<file path="src/rtl/interrupt_controller.sv">
// Three-line interrupt controller: synchronise, edge-detect, latch pending,
// mask, fixed-priority arbitration (line 0 highest) and a req/ack/done
// handshake with the control unit. All outputs come straight from flops.
module interrupt_controller #(
  parameter int                  PC_WIDTH      = 10,
  parameter logic [PC_WIDTH-1:0] VECTOR_BASE   = PC_WIDTH'(10'h3F0),
  parameter int                  VECTOR_STRIDE = 4,
  parameter logic [2:0]          MASK_RESET    = 3'b111
) (
  input  logic                clk,
  input  logic                reset,
  input  logic [2:0]          interrupciones,
  input  logic                mask_we,
  input  logic [2:0]          mask_in,
  input  logic                int_ack,
  input  logic                int_done,
  output logic                int_req,
  output logic [PC_WIDTH-1:0] int_vector,
  output logic [1:0]          int_id,
  output logic                in_service,
  output logic [2:0]          pending,
  output logic [2:0]          mask
);

  typedef enum logic [1:0] {
    IDLE    = 2'd0,
    REQUEST = 2'd1,
    SERVICE = 2'd2
  } state_t;

  // Handler address; the sum wraps naturally at PC_WIDTH bits.
  function automatic logic [PC_WIDTH-1:0] vector_addr(input logic [1:0] id);
    return VECTOR_BASE + PC_WIDTH'(id) * PC_WIDTH'(VECTOR_STRIDE);
  endfunction

  // Fixed priority, lowest index wins. Only called with a non-zero vector.
  function automatic logic [1:0] pick_winner(input logic [2:0] elig);
    if (elig[0])      return 2'd0;
    else if (elig[1]) return 2'd1;
    else              return 2'd2;
  endfunction

  logic [2:0]          sync_p0_q, sync_p1_q, sync_p2_q;
  logic [2:0]          rise_p2;
  logic [2:0]          pending_q, pending_d;
  logic [2:0]          mask_q, mask_d;
  logic [2:0]          eligible;
  logic [2:0]          clr;
  logic                ack_fire;
  logic [1:0]          winner;
  state_t              state_q, state_d;
  logic                int_req_q, int_req_d;
  logic                in_service_q, in_service_d;
  logic [1:0]          int_id_q, int_id_d;
  logic [PC_WIDTH-1:0] int_vector_q, int_vector_d;

  // Stage p0/p1: two-flop synchroniser; p2: history flop for edge detection.
  always_ff @(posedge clk) begin
    if (reset) begin
      sync_p0_q <= '0;
      sync_p1_q <= '0;
      sync_p2_q <= '0;
    end else begin
      sync_p0_q <= interrupciones;
      sync_p1_q <= sync_p0_q;
      sync_p2_q <= sync_p1_q;
    end
  end

  assign rise_p2 = sync_p1_q & ~sync_p2_q;

  // Pending/mask next state: a new edge wins over the acknowledge clear.
  always_comb begin
    ack_fire  = (state_q == REQUEST) && int_ack;
    clr       = ack_fire ? (3'b001 << int_id_q) : 3'b000;
    pending_d = (pending_q & ~clr) | rise_p2;
    mask_d    = mask_we ? mask_in : mask_q;
    eligible  = pending_q & mask_q;
    winner    = pick_winner(eligible);
  end

  // Handshake FSM next state; grant id and vector freeze once requested.
  always_comb begin
    state_d      = state_q;
    int_req_d    = int_req_q;
    in_service_d = in_service_q;
    int_id_d     = int_id_q;
    int_vector_d = int_vector_q;
    case (state_q)
      IDLE: begin
        if (eligible != 3'b000) begin
          state_d      = REQUEST;
          int_req_d    = 1'b1;
          int_id_d     = winner;
          int_vector_d = vector_addr(winner);
        end
      end
      REQUEST: begin
        if (int_ack) begin
          state_d      = SERVICE;
          int_req_d    = 1'b0;
          in_service_d = 1'b1;
        end
      end
      SERVICE: begin
        if (int_done) begin
          state_d      = IDLE;
          in_service_d = 1'b0;
        end
      end
      default: begin
        state_d      = IDLE;
        int_req_d    = 1'b0;
        in_service_d = 1'b0;
      end
    endcase
  end

  // Stage p3: pending, mask, FSM state and registered outputs.
  always_ff @(posedge clk) begin
    if (reset) begin
      pending_q    <= '0;
      mask_q       <= MASK_RESET;
      state_q      <= IDLE;
      int_req_q    <= 1'b0;
      in_service_q <= 1'b0;
      int_id_q     <= 2'd0;
      int_vector_q <= VECTOR_BASE;
    end else begin
      pending_q    <= pending_d;
      mask_q       <= mask_d;
      state_q      <= state_d;
      int_req_q    <= int_req_d;
      in_service_q <= in_service_d;
      int_id_q     <= int_id_d;
      int_vector_q <= int_vector_d;
    end
  end

  assign int_req    = int_req_q;
  assign int_vector = int_vector_q;
  assign int_id     = int_id_q;
  assign in_service = in_service_q;
  assign pending    = pending_q;
  assign mask       = mask_q;

endmodule
</file>
<file path="config.mk">
export PLATFORM = sky130hd
export DESIGN_NAME = interrupt_controller
export DESIGN_NICKNAME = d
export VERILOG_FILES = /design/src/rtl/interrupt_controller.sv
export SDC_FILE = /design/constraint.sdc
export NUM_CORES = 1
export LEC_CHECK = 0
export BUFFER_PORTS_ARGS = -buffer_cell sky130_fd_sc_hd__buf_4
export CAP_MARGIN = 0
export CELL_PAD_IN_SITES_DETAIL_PLACEMENT = 1
export CELL_PAD_IN_SITES_GLOBAL_PLACEMENT = 2
export CORE_MARGIN = 2
export CORE_UTILIZATION = 31
export CTS_BUF_LIST = sky130_fd_sc_hd__clkbuf_4
export CTS_CLUSTER_DIAMETER = 50
export CTS_CLUSTER_SIZE = 12
export DETAILED_ROUTE_END_ITERATION = 8
export HOLD_SLACK_MARGIN = 0.02
export PLACE_DENSITY_LB_ADDON = 0.1
export SYNTH_ARGS = -nofsm -noshare
export SYNTH_HDL_FRONTEND = slang
export SYNTH_SLANG_ARGS = --single-unit
</file>
<file path="constraint.sdc">
create_clock -name clk -period 3.6 [get_ports clk]
set_clock_uncertainty 0.2 [all_clocks]
set_input_delay 0.54 -clock clk [delete_from_list [all_inputs] [get_ports clk]]
set_output_delay 0.54 -clock clk [all_outputs]
set_load 0.02 [all_outputs]
</file>
==> results.py <==
metrics = {
    "logic_synthesis": {
        "synth_area_per_cell_um2": 9.77,
        "yosysWarnings": 0,
        "synth_cells": 84,
        "synth_area_um2": 821,
        "ys_seq_elements": 21,
        "ys_types": 23,
        "yosysSeqAreaShare": 0.512,
    },
    "power_and_ir_drop": {
        "p_sw_frac": 0.272,
        "p_leak_nw": 0.406,
        "p_per_area_nw_per_um2": 445,
        "p_clk_frac": 0.261,
        "ir_drop_mv": 0.348,
        "p_seq_frac": 0.587,
        "p_int_uw": 318,
        "switching_power_uw": 119,
        "comb_power_share": 0.152,
    },
    "drt": {
        "drc": 0,
        "final_antenna_net_count": 0,
        "first_iter_violations": 8,
        "wire_per_inst_um": 11.6,
        "drtPass1Iterations": 4,
        "vias": 620,
        "drt-vias-per-instance": 4.66,
        "wl_mm": 1.54,
    },
    "cells_and_area": {
        "fillCellCount": 295,
        "area_growth_pct": 19.8,
        "num-nets-final": 115,
        "drive_gt1_frac": 0.262,
        "design_area_um2": 983,
        "num_antenna_cells": 0,
        "final_util": 0.393,
    },
    "worst_setup_path": {
        "start_kind": "flop",
        "cp_max_fo": 6,
        "critPathMaxStageDelay_ns": 0.45,
        "crit_family": "flip-flops",
        "worstSetupPathType": "flop to primary output",
        "reg2reg_depth": 3,
        "crit_arrival_ns": 0.93,
        "required_ns": 2.86,
        "path_buf_inv": 1,
        "cp_cell_sequence": "buf_4",
        "endpoint_kind": "primary output",
        "cp.depth": 1,
        "crit_slowest_cell": "dfxtp_1",
    },
    "floorplanning": {
        "die_h_um": 55.5,
        "rows": 18,
        "core_um2": 2500,
        "start_util": 0.328,
        "die_area_um2": 3080,
        "die_w_um": 55.5,
        "ios": 31,
    },
    "clocking": {
        "cts_resized": 0,
        "root_buffer": "clkbuf_4",
        "cts_buffer_depth": 2,
        "clock_sinks": 21,
        "cts_buffers": 3,
        "htreeDepth": 1,
        "ctsHoldBuffers": 0,
        "cts_setup_buffers": 0,
        "clk_pin_slew_worst_paths_ns": 0.12,
        "cts_tree": "yes",
        "clk_latency_ns": 0.30,
    },
    "placement": {
        "gp_congestion": 0.660,
        "post_dp_cell_area_um2": 953,
        "port-buffer-count": 22,
        "dp_hpwl_mm": 1.11,
    },
    "grt": {
        "grt-ovfl-total": 0,
        "grt_pass1_vias": 589,
        "track_usage": 0.105,
        "grt_pass1_wl_mm": 2.54,
        "grt_max_degree": 22,
        "antenna_found_initial": 0,
    },
    "timing": {
        "setup_tns_ns": 0,
        "rsz0062_at_grt": "false",
        "period_needed_ns": 1.67,
        "hold_viol_final": 0,
        "finalCritPeriodShare": 0.464,
        "slew_viol_final": 0,
        "fmax_mhz": 598,
        "setup_violations": 0,
    },
    "worst_hold_path": {
        "hold_depth": 2,
        "hp-class": "input pin to flop",
    },
    "status": {
        "outcome": "complete, no violations",
    },
    "flow_run": {
        "drv_cap": 0,
    },
}
## cells by family (layout without fill, tap and decap cells)
group	Yosys count	after routing	share of synthesized area
DFF	21	21	0.512
and+or+nand+nor	28	28	0.204
other	2	8	0.00915
buffers and inverters	15	28	0.122
AOI/OAI and AO/OA	18	18	0.152
## synthesized netlist by cell type
library cell   n  share of area
nor3b_1        1         0.0091
nor3_1         1         0.0061
clkbuf_2       1         0.0061
inv_1          2         0.0091
or3b_1         1          0.011
nand3b_1       1         0.0091
o31ai_1        2          0.018
nand2_1        5          0.023
a22oi_1        1         0.0091
nor2b_1       13          0.099
o2bb2ai_1      1          0.011
and4bb_2       1          0.015
a32o_1         1          0.012
nor2_1         2         0.0091
buf_2          1         0.0061
o32ai_1        1          0.011
nand2b_1       3          0.023
a21oi_1        6          0.037
o21ai_0        2          0.012
dfxtp_1       21           0.51
a211o_1        4          0.043
buf_4         11           0.10
conb_1         2         0.0091
## worst paths after layout
kind	startpoint	end	slack, ns
worst max-delay path	int_id[1]	int_id[1]	1.93
worst min-delay path	mask_in[1]	mask[1]	0.23
worst max register to register	state_q[0]	pending[2]	2.23
worst min register to register	sync_p0_q[2]	sync_p1_q[2]	0.25
## layer usage
| metal | vias up | share of wire | GRT usage |
|---|---|---|---|
| met3 | 2 | 0.058 | 0.0492 |
| met5 | - | 0 | 0 |
| met1 | 297 | 0.44 | 0.118 |
| li1 | 303 | - | - |
| met4 | 0 | 0.0097 | 0.0209 |
| met2 | 18 | 0.50 | 0.180 |
## cell type report
cell class                 count  area, um^2  area share
clock buffer                   3        22.5      0.0229
clock inverter                 1        7.51     0.00763
inverter                       2        7.51     0.00763
multi-input combinational     54         323       0.328
sequential                    21         420       0.427
tap                           30        37.5      0.0382
timing repair buffer          22         165       0.168
## cells in the final DEF (no fill, tap or decap)
cell type	n
dfxtp_1	21
nand2_1	5
nor2_1	2
buf_4	22
a22oi_1	1
inv_1	2
conb_1	8
nor3_1	1
nand3b_1	1
o32ai_1	1
nor2b_1	13
o2bb2ai_1	1
clkbuf_4	3
a211o_1	4
o21ai_0	2
o31ai_1	2
clkinvlp_4	1
nor3b_1	1
a21oi_1	6
a32o_1	1
or3b_1	1
nand2b_1	3
and4bb_2	1
## metrics by stage
step / cells / hold slack, ns / setup slack [ns] / power, mW
finish: 133 / 0.230 / 1.93 / 0.438
floorplan: 90 / 0.214 / 2.17 / 0.310
global placement: 129 / 0.222 / 2.06 / 0.328
detailed placement: 129 / 0.234 / 2.03 / 0.330
global route: 133 / 0.208 / 1.86 / 0.464
CTS: 133 / 0.212 / 1.90 / 0.450
## sequential cells by signal (all words and copies together), names as in the netlist
signal	cells
pending	3
int_req	1
int_id	2
sync_p2_q	3
mask	3
in_service	1
sync_p1_q	3
state_q	2
sync_p0_q	3
## power by group through the flow
stage | clock network [mW] | registers (mW) | logic [mW]
final | 0.114 | 0.257 | 0.0663
after CTS | 0.125 | 0.258 | 0.0673
after detailed placement | 0 | 0.263 | 0.0671
after floorplan | 0 | 0.267 | 0.0428
after global routing | 0.133 | 0.259 | 0.0722
after global placement | 0 | 0.262 | 0.0662
Power figures use the tool's default switching activity.
